<file path="src/rtl/knn_local_sp_arbiter.sv">
// knn_local_sp_arbiter
//   Shares the single address0/ce0/we0 port of one local URAM buffer between
//   the search-space loader (write requester) and the distance pipeline (read
//   requester). Grants are combinational and commands are registered one
//   cycle before they reach the memory. Read data returns READ_LATENCY edges
//   after the handshake edge, together with its address. While idle is high,
//   no command is pending and no read is outstanding.
//
// Ports
//   clk, reset                     clock, asynchronous active-high reset
//   wr_valid/wr_ready/wr_addr/wr_data   write request channel
//   rd_valid/rd_ready/rd_addr           read request channel
//   rd_rsp_valid/rd_rsp_addr/rd_rsp_data  read response (no backpressure)
//   idle                           no issue pending and no read in flight
//   mem_address0/ce0/we0/d0/q0     URAM port
//
// Build option
//   KNN_SP_ARB_WRITE_PRIORITY_EN   when defined, the write requester always
//                                  wins a conflict and the round-robin
//                                  pointer is removed.

module knn_local_sp_arbiter #(
  parameter int DataWidth    = 256,
  parameter int AddressWidth = 11,
  parameter int READ_LATENCY = 2
) (
  input  logic                    clk,
  input  logic                    reset,
  input  logic                    wr_valid,
  output logic                    wr_ready,
  input  logic [AddressWidth-1:0] wr_addr,
  input  logic [DataWidth-1:0]    wr_data,
  input  logic                    rd_valid,
  output logic                    rd_ready,
  input  logic [AddressWidth-1:0] rd_addr,
  output logic                    rd_rsp_valid,
  output logic [AddressWidth-1:0] rd_rsp_addr,
  output logic [DataWidth-1:0]    rd_rsp_data,
  output logic                    idle,
  output logic [AddressWidth-1:0] mem_address0,
  output logic                    mem_ce0,
  output logic                    mem_we0,
  output logic [DataWidth-1:0]    mem_d0,
  input  logic [DataWidth-1:0]    mem_q0
);

  // The outstanding count has to reach READ_LATENCY+1: a read stays counted
  // from its handshake edge until the end of its response cycle.
  localparam int CntWidth = $clog2(READ_LATENCY + 2);

  logic wr_fire;
  logic rd_fire;
  logic issued_read;

  logic [READ_LATENCY-1:0] vld_pipe;
  logic [AddressWidth-1:0] addr_pipe [READ_LATENCY];
  logic [CntWidth-1:0]     out_cnt;

  // ---------------------------------------------------------------- grant
`ifdef KNN_SP_ARB_WRITE_PRIORITY_EN
  // The loader must never stall, so reads only get the cycles it leaves free.
  assign wr_ready = wr_valid;
  assign rd_ready = rd_valid & ~wr_valid;
`else
  // last_wr is high when the write side won the most recent conflict. The
  // other side then wins the next conflict.
  logic last_wr;

  assign wr_ready = wr_valid & (~rd_valid | ~last_wr);
  assign rd_ready = rd_valid & (~wr_valid | last_wr);

  always_ff @(posedge clk or posedge reset) begin
    if (reset) begin
      last_wr <= 1'b0;
    end else if (wr_valid && rd_valid) begin
      last_wr <= ~last_wr;
    end
  end
`endif

  assign wr_fire = wr_valid & wr_ready;
  assign rd_fire = rd_valid & rd_ready;

  // --------------------------------------------------------- issue register
  // Address and data hold when nothing is issued, so the memory inputs stop
  // toggling. A read leaves d0 unchanged because the memory ignores it.
  always_ff @(posedge clk or posedge reset) begin
    if (reset) begin
      mem_ce0      <= 1'b0;
      mem_we0      <= 1'b0;
      mem_address0 <= '0;
      mem_d0       <= '0;
    end else begin
      mem_ce0 <= wr_fire | rd_fire;
      mem_we0 <= wr_fire;
      if (wr_fire) begin
        mem_address0 <= wr_addr;
        mem_d0       <= wr_data;
      end else if (rd_fire) begin
        mem_address0 <= rd_addr;
      end
    end
  end

  // ------------------------------------------------------- read tracking
  // The pipeline is fed from the issue register, that is, on the edge where
  // the memory samples ce0. Its tail therefore lines up with q0 when the
  // pipeline is READ_LATENCY deep.
  assign issued_read = mem_ce0 & ~mem_we0;

  always_ff @(posedge clk or posedge reset) begin
    if (reset) begin
      vld_pipe <= '0;
      for (int k = 0; k < READ_LATENCY; k++) begin
        addr_pipe[k] <= '0;
      end
    end else begin
      vld_pipe[0]  <= issued_read;
      addr_pipe[0] <= mem_address0;
      for (int k = 1; k < READ_LATENCY; k++) begin
        vld_pipe[k]  <= vld_pipe[k-1];
        addr_pipe[k] <= addr_pipe[k-1];
      end
    end
  end

  assign rd_rsp_valid = vld_pipe[READ_LATENCY-1];
  assign rd_rsp_addr  = addr_pipe[READ_LATENCY-1];
  assign rd_rsp_data  = mem_q0;

  // ------------------------------------------------------ outstanding reads
  always_ff @(posedge clk or posedge reset) begin
    if (reset) begin
      out_cnt <= '0;
    end else begin
      case ({rd_fire, rd_rsp_valid})
        2'b10:   out_cnt <= out_cnt + CntWidth'(1);
        2'b01:   out_cnt <= out_cnt - CntWidth'(1);
        default: out_cnt <= out_cnt;
      endcase
    end
  end

  // mem_ce0 covers a write that is still in the issue register. The counter
  // does not track writes.
  assign idle = (out_cnt == '0) && !mem_ce0;

endmodule

</file>
<file path="config.mk">
export PLATFORM = sky130hd
export DESIGN_NAME = knn_local_sp_arbiter
export DESIGN_NICKNAME = d
export VERILOG_FILES = /design/src/rtl/knn_local_sp_arbiter.sv
export SDC_FILE = /design/constraint.sdc
export NUM_CORES = 1
export LEC_CHECK = 0
export ABC_AREA = 1
export CAP_MARGIN = 20
export CORE_AREA = 8 8 409 411
export DETAILED_ROUTE_END_ITERATION = 10
export DIE_AREA = 0 0 417 419
export PLACE_DENSITY = 0.4
export SYNTH_ARGS = -nofsm -noshare
export SYNTH_HDL_FRONTEND = slang
export SYNTH_SLANG_ARGS = --single-unit
</file>
<file path="constraint.sdc">
create_clock -name clk -period 9.8 [get_ports clk]
set_clock_uncertainty 0.2 [all_clocks]
set_input_delay 1.47 -clock clk [delete_from_list [all_inputs] [get_ports clk]]
set_output_delay 1.47 -clock clk [all_outputs]
set_load 0.05 [all_outputs]
</file>
After elaboration in Yosys (flattened, before gate mapping):

Cells that the tools add are included.

* add/sub/neg operators: 2
* multiply operators: 0
* divide/modulo/power cells: 0
* magnitude comparators: 0
* equality and inequality tests: 2
* shift operators: 0
* multiplexer cells: 3
* bitwise gates (word level): 12
* reductions and logical operators: 6

Operator list (number)
* $mux W11: 2
* $and A1 B1 Y1: 5
* $not A1 Y1: 4
* $pmux W2 S2: 1
* $reduce_bool A2 Y1: 2
* $or A1 B1 Y1: 3
* $add A2 B1 Y2 const B: 1
* $eq A2 B1 Y1 const B: 1
* $eq A2 B2 Y1 const B: 1
* $logic_and A1 B1 Y1: 2
* $logic_not A2 Y1: 1
* $sub A2 B1 Y2 const B: 1
* $logic_not A1 Y1: 1

* register bits: 296
* bits in latches: 0
* RAM bits: 0
* bits in read-only memories: 0
* input port bits: 538
* output and inout bits: 540
* logic and storage cells: 34
* memories kept: 0

Depth between registers and ports, before layout:

Gate-level depths: netlist of the first run.

* word-level depth: 6
* gate-level depth with buffers: 10
* depth with buffers taken out: 9

Least setup slack after synthesis of the first run:

Ideal clock, no wire load.

* path kind: in2out
* start point: input port wr_valid
* end point: output port rd_ready
* arrival time: 2.077 ns
* required time: 8.130 ns
* path slack: 6.053 ns
* stages: 4
* path buffers: 1
* cells stage by stage: nand2_1 > nand2_1 > buf_2 > inv_1

* cells in the longest elaborated chain, start to end: 3

RTL lines
* start, declared: line 29 `input logic wr_valid,`
* $not A1 Y1: line 70 `assign rd_ready = rd_valid & (~wr_valid | last_wr);`
* $or A1 B1 Y1: line 70
* $and A1 B1 Y1: line 70
* end, declared: line 34 `output logic rd_ready,`

No other way between the ends.

Worst setup path after layout of the first run:

* start point: input port wr_valid
* end point: output port wr_ready

* cells in the longest elaborated chain, start to end: 1

RTL lines
* $and A1 B1 Y1: line 69 `assign wr_ready = wr_valid & (~rd_valid | ~last_wr);`
* end, declared: line 30 `output logic wr_ready,`

No other way between the ends.

==> results of run 1 <==
==> final cells by class <==
class,instances,share of cell area
Sequential cell,296,0.359
Timing Repair Buffer,573,0.279
Multi-Input combinational cell,851,0.157
Tap cell,2175,0.132
Clock buffer,61,0.0600
Clock inverter,10,0.00692
Inverter,21,0.00437
Antenna cell,15,0.00182
==> how the worst max path moves through the flow <==
stage	startpoint	to	slack, ns	depth (start not counted)
finish	wr_valid	wr_ready	3.51	4
global route	wr_valid	wr_ready	3.35	4
CTS	wr_valid	wr_ready	3.48	4
detailed placement	wr_valid	wr_ready	3.48	4
global placement	wr_valid	wr_ready	3.50	4
floorplan	reset	addr_pipe[11]$_DFF_PP0_	4.20	1
==> sequential cells by signal (all words and copies together) (netlist names) <==
name and count:
mem_d0 256, addr_pipe 11, mem_address0 11, rd_rsp_addr 11, out_cnt 2, vld_pipe 2
last_wr 1, mem_ce0 1, mem_we0 1
==> layout by cell type (no fill, tap or decap) <==
cell | synthesis | routed
clkdlybuf4s50_1 | 0 | 565
diode_2 | 0 | 15
buf_12 | 0 | 2
clkbuf_16 | 0 | 46
clkinv_8 | 0 | 1
nor3_1 | 1 | 1
inv_8 | 0 | 1
o22ai_1 | 1 | 1
xnor2_1 | 1 | 1
clkinv_4 | 0 | 1
buf_4 | 271 | 6
nor2_1 | 3 | 3
dfrtp_1 | 296 | 296
ha_1 | 1 | 1
clkbuf_8 | 0 | 3
inv_1 | 20 | 19
clkinv_2 | 0 | 4
nand4_1 | 1 | 1
bufinv_16 | 0 | 3
nand2_1 | 841 | 841
clkbuf_1 | 6 | 12
clkinvlp_4 | 0 | 2
nand3_1 | 1 | 1
nand2_8 | 0 | 1
==> worst max-delay path, cell delays in order <==
cell and delay [ns]:
clkdlybuf4s50_1 0.94, nand2_8 0.57, inv_8 0.57, clkdlybuf4s50_1 0.91
==> kinds of logic (layout without fill, tap and decap cells) <==
logic type | after synthesis | after routing | synth area share
buffers and inverters | 348 | 665 | 0.183
adders and majority gates | 1 | 1 | 0.000962
and+or+nand+nor | 848 | 848 | 0.245
AOI/OAI and AO/OA | 1 | 1 | 0.000481
DFF | 296 | 296 | 0.569
other | 0 | 15 | 0
xor gates and xnor gates | 1 | 1 | 0.000673
==> per-layer routing <==
metal,GRT usage,vias up
li1,-,4835
met1,0.105,5029
met2,0.140,626
met3,0.0518,201
met4,0.0328,32
met5,0.00547,-
==> through the flow <==
| step | area (um2) | worst slack (ns) | hold WS [ns] | total power (uW) |
|---|---|---|---|---|
| floorplan | 13000 | 4.20 | 0.131 | 2630 |
| global placement | 19200 | 3.50 | 0.132 | 3050 |
| detailed placement | 19200 | 3.48 | 0.135 | 3050 |
| CTS | 20600 | 3.48 | 0.144 | 4730 |
| global route | 20600 | 3.35 | 0.143 | 4820 |
| finish | 20600 | 3.51 | 0.143 | 4570 |
==> power groups by stage <==
stage	clock network, uW	logic, uW	registers (uW)
finish	1590	1480	1500
global route	1730	1560	1530
CTS	1700	1530	1500
detailed placement	0	1530	1520
global placement	0	1530	1520
floorplan	0	542	2080
==> results by group, run 1 <==
Detailed routing
  • Wire length on met2: 37.3 mm
  • Post-Route WL: 83.5 mm
  • Router iterations before antenna repair: 4
  • DRT met1 WL: 32.4 mm
  • DRC: 0
  • Vias per cell: 2.68
  • Top sig layer: met5
  • Antenna viol nets, final: 0
  • Avg WL per Cell: 20.9 um
  • Initial drt markers: 512
  • Metal3 WL: 10.5 mm
  • Vias after detailed routing: 10700

Power and ir drop
  • PwrDens: 222 nW/um2
  • Cell-internal power: 2810 uW
  • Psw: 1760 uW
  • Clock Power Share: 0.347
  • Maximum VDD drop: 0.0000947 V
  • Comb pwr share: 0.323
  • Reg power frac: 0.329
  • Sw frac: 0.384
  • Leak pwr: 0.00907 uW

Synth
  • Commonest cells in the synthesized netlist: nand2_1 (841), dfrtp_1 (296), buf_4 (271)
  • Library cells used by synthesis: 16
  • Average instance area after synthesis: 8.70 um2
  • Top FF cell, synth: dfrtp_1
  • Warnings from Yosys: 0
  • Synthesized net count: 2034
  • Post-synth top area share: 0.569
  • Fraction of registers with async set or reset after synthesis: 1.00
  • Yosys reg bits: 296
  • Dominant cell type by area after synthesis: dfrtp_1
  • Cells after Synth: 1495
  • Cell with the most instances after synthesis: nand2_1
  • Post-synth EDFFs: 0
  • Sequential fraction of the synthesis area: 0.569
  • Top cells by area, synth: dfrtp_1 (57%), nand2_1 (24%), buf_4 (16%)
  • Mapped cell area: 13000 um2

Worst setup path
  • CP max FO: 97
  • Critical Path AT: 4.62 ns
  • Crit path capture type: output pin
  • Worst R2R Start: last_wr$_DFFE_PP0P_
  • Worst-case reg-to-reg path depth: 7
  • WS Path Type: in -> out
  • Worst R2R Setup Slack: 6.28 ns
  • Startpoint types: primary input
  • CP Data Required Time: 8.13 ns
  • Reg-to-Reg End: mem_d0[148]$_DFFE_PP0P_

Cells and area
  • Fin util: 0.128
  • Post-Layout Cell Count: 4002
  • Nets: 2327
  • Fill cell count: 18400
  • Multi-input gate area: 3230 um2
  • Fraction of final layout cells sized beyond drive strength 1: 0.0386
  • Layout overhead on the synthesized area: 58.4%
  • Reg area: 7410 um2

Placed design
  • Placer's final routability congestion estimate: 0.769
  • DP HPWL: 67.0 mm
  • DP Cell Count: 3916
  • Port Buf Inserts: 565

Floorplan
  • Row Count: 148
  • IO Pins: 1078
  • Die X: 417 um
  • Core Area: 161000 um2
  • Height of the die: 419 um
  • Die ar.: 175000 um2
  • Initial Util: 0.0807

Global routing
  • Initial antenna violation count: 78
  • GRT Util Overall: 0.0908
  • First-pass GRT wire length: 107 mm
  • Vias in the first global route: 10900
  • Total grt overflow: 0
  • Largest net degree at the start of global routing: 174

Worst hold path
  • Worst Hold Launch: addr_pipe[19]$_DFF_PP0_
  • Hold Crit Class: reg -> reg
  • Hold Crit Depth: 0
  • Worst Hold Path EP: rd_rsp_addr[8]$_DFF_PP0_

Clocking
  • Sink Count: 296
  • Hold-fix buffers, CTS: 0
  • Max clock buf depth: 3
  • Skew-Pair Late Insertion Delay: 0.57 ns
  • TritonCTS Buffers: 45
  • TritonCTS clock tree: built
  • Post-CTS setup buffers: 0
  • Post-CTS Resized: 0
  • H-Tree Depth: 2
  • CTS root buffer: clkbuf_16
  • Worst-path clk slew: 0.05 ns

Status
  • Status: complete, no violations

Timing
  • Period Utilization, post-route: 0.642
  • Pins Over Slew Limit: 0
  • Fin crit period: 6.29 ns
  • Final setup fails: 0
  • Final hold violations: 0
  • Slew HR: 0.305
  • RSZ-0062 raised after global routing: false
  • Worst-margin pin slew: 1.04 ns
  • TNS Setup: 0 ns
  • Peak Freq: 0.159 GHz

Job
  • Max_cap viols: 0
(Power assumes the default switching activity.)
==> inputs of run 2 (changes only) <==
PLACE_DENSITY = 0.39   (was 0.4)
clock period = 5.8 ns   (was 9.8 ns; I/O delays follow)
==> results by group, run 2 (synthesis results as in run 1) <==
Global routing
  • Largest net degree at the start of global routing: 149 (-14%)
  • Initial antenna violation count: 64 (-18%)
  • First-pass GRT wire length: 106 mm (-1.6%)
  • Total grt overflow: 0 (unchanged)
  • GRT Util Overall: 0.0889 (-0.00191)
  • Vias in the first global route: 11200 (+2.6%)

Clocking
  • CTS root buffer: clkbuf_16
  • Max clock buf depth: 3 (unchanged)
  • TritonCTS Buffers: 43 (-4.4%)
  • Skew-Pair Late Insertion Delay: 0.59 ns (+0.02 ns)
  • Hold-fix buffers, CTS: 0 (unchanged)
  • Post-CTS setup buffers: 0 (unchanged)
  • Sink Count: 296 (unchanged)
  • H-Tree Depth: 2 (unchanged)
  • Worst-path clk slew: 0.06 ns (about the same)
  • Post-CTS Resized: 0 (unchanged)
  • TritonCTS clock tree: built

Placed design
  • Placer's final routability congestion estimate: 0.781 (+1.6%)
  • Port Buf Inserts: 565 (unchanged)
  • DP HPWL: 65.9 mm (-1.6%)

Cells and area
  • Reg area: 7410 um2 (unchanged)
  • Layout overhead on the synthesized area: 58.8%
  • Multi-input gate area: 3230 um2 (unchanged)
  • Nets: 2329 (+0.086%)
  • Highest-count cells in the layout ignoring fill and taps: nand2_1 (841), clkdlybuf4s50_1 (564), dfrtp_1 (296)
  • Commonest non-fill, non-tap cell in the layout: nand2_1
  • Largest register FFs: 256 (unchanged)
  • Fraction of final layout cells sized beyond drive strength 1: 0.0451 (+0.00642)
  • Most flops, register: mem_d0
  • Fill cell count: 18500 (+0.26%)

Timing
  • TNS Setup: 0 ns (unchanged)
  • Slew HR: 0.251 (-0.0537)
  • Pins Over Slew Limit: 0 (unchanged)
  • Final setup fails: 0 (unchanged)
  • Final hold violations: 0 (unchanged)
  • Worst-margin pin slew: 1.12 ns (+0.0843 ns)
  • Peak Freq: 0.236 GHz
  • RSZ-0062 raised after global routing: false
  • Fin crit period: 4.24 ns
  • Period Utilization, post-route: 0.732

Power and ir drop
  • Maximum VDD drop: 0.000192 V (+100%)
  • Total power draw: 7720 uW (+69%)
  • Leak pwr: 0.00910 uW (+0.34%)
  • PwrDens: 374 nW/um2 (+69%)

Detailed routing
  • Antenna viol nets, final: 0 (unchanged)
  • Post-Route WL: 82.0 mm (-1.9%)
  • Router iterations before antenna repair: 5 (+1)
  • Initial drt markers: 563 (+10%)
  • Vias after detailed routing: 10700 (-0.50%)
  • DRC: 0 (unchanged)
  • Avg WL per Cell: 20.4 um (-2.3%)
  • Vias per cell: 2.66 (-0.88%)

Worst setup path
  • CP max FO: 78 (-20%)
  • CP Data Required Time: 4.73 ns (-3.40 ns)
  • CP delay by family, top: buffers and inverters
  • Slowest-stage cell, CP: clkdlybuf4s50_1
  • Worst-case reg-to-reg path depth: 6 (-1)
  • Ordered cell list for the critical path: clkdlybuf4s50_1, nand2_8, inv_8, buf_4
  • Worst R2R Setup Slack: 3.07 ns (-3.21 ns)
  • Worst R2R Start: last_wr$_DFFE_PP0P_
  • Crit. path cell count: 4 (unchanged)
  • CP max stage delay: 0.89 ns (-0.05 ns)
  • WS Path Type: in -> out
  • Critical Path AT: 3.17 ns (-1.45 ns)
  • Reg-to-Reg End: mem_d0[178]$_DFFE_PP0P_
  • Crit path capture type: output pin
  • Startpoint types: primary input
  • Critical path buffers and inverters: 3 (unchanged)

Worst hold path
  • Worst Hold Path EP: rd_rsp_addr[3]$_DFF_PP0_
  • Hold Crit Class: reg -> reg
  • Worst Hold Launch: addr_pipe[14]$_DFF_PP0_
  • Hold Crit Depth: 0 (unchanged)

Floorplan
  • Die ar.: 175000 um2 (unchanged)
  • Row Count: 148 (unchanged)
  • Die X: 417 um (unchanged)
  • Core Area: 161000 um2 (unchanged)
  • Height of the die: 419 um (unchanged)
  • IO Pins: 1078 (unchanged)
  • Initial Util: 0.0807 (unchanged)

Status
  • Status: complete, no violations

Job
  • Max_cap viols: 0 (unchanged)
==> run 2: area by class of cell <==
type,count,area share
timing repair buffer,577,0.279
sequential,296,0.358
inverter,21,0.00436
multi-input combinational,851,0.156
antenna,22,0.00266
clock buffer,60,0.0590
tap,2175,0.132
clock inverter,15,0.00829
==> run 2: per-stage QoR <==
stage                     setup slack [ns]  hold slack, ns  std cells  utilization  instance area (um2)
after global routing                  1.37           0.156       3997        0.128                20600
final                                 1.56           0.147       4017        0.128                20700
after CTS                             1.50           0.148       3994        0.128                20600
after detailed placement              1.50           0.135       3919        0.119                19200
after floorplan                      0.799           0.131       1495            -                13000
after global placement                1.56           0.132       3919        0.119                19200
==> run 2: routing by layer <==
| layer | vias to the layer above | track usage | wire length (um) |
|---|---|---|---|
| met1 | 4998 | 0.0929 | 30100 |
| met4 | 48 | 0.0389 | 3540 |
| met2 | 555 | 0.137 | 36600 |
| met3 | 227 | 0.0611 | 11100 |
| li1 | 4841 | - | - |
| met5 | - | 0.0134 | 611 |
==> run 2: worst max-delay path by stage <==
stage          startpoint                       to  slack (ns)
6_report         wr_valid                 wr_ready        1.56
5_1_grt          wr_valid                 wr_ready        1.37
4_1_cts          wr_valid                 wr_ready        1.50
3_5_place_dp     wr_valid                 wr_ready        1.50
3_3_place_gp     wr_valid                 wr_ready        1.56
2_1_floorplan       reset  addr_pipe[11]$_DFF_PP0_        0.80
==> run 2: report_power, final <==
part           switching, uW  total, uW  internal, uW
clock                   1140       2700          1560
sequential               168       2540          2370
combinational           1710       2490           777
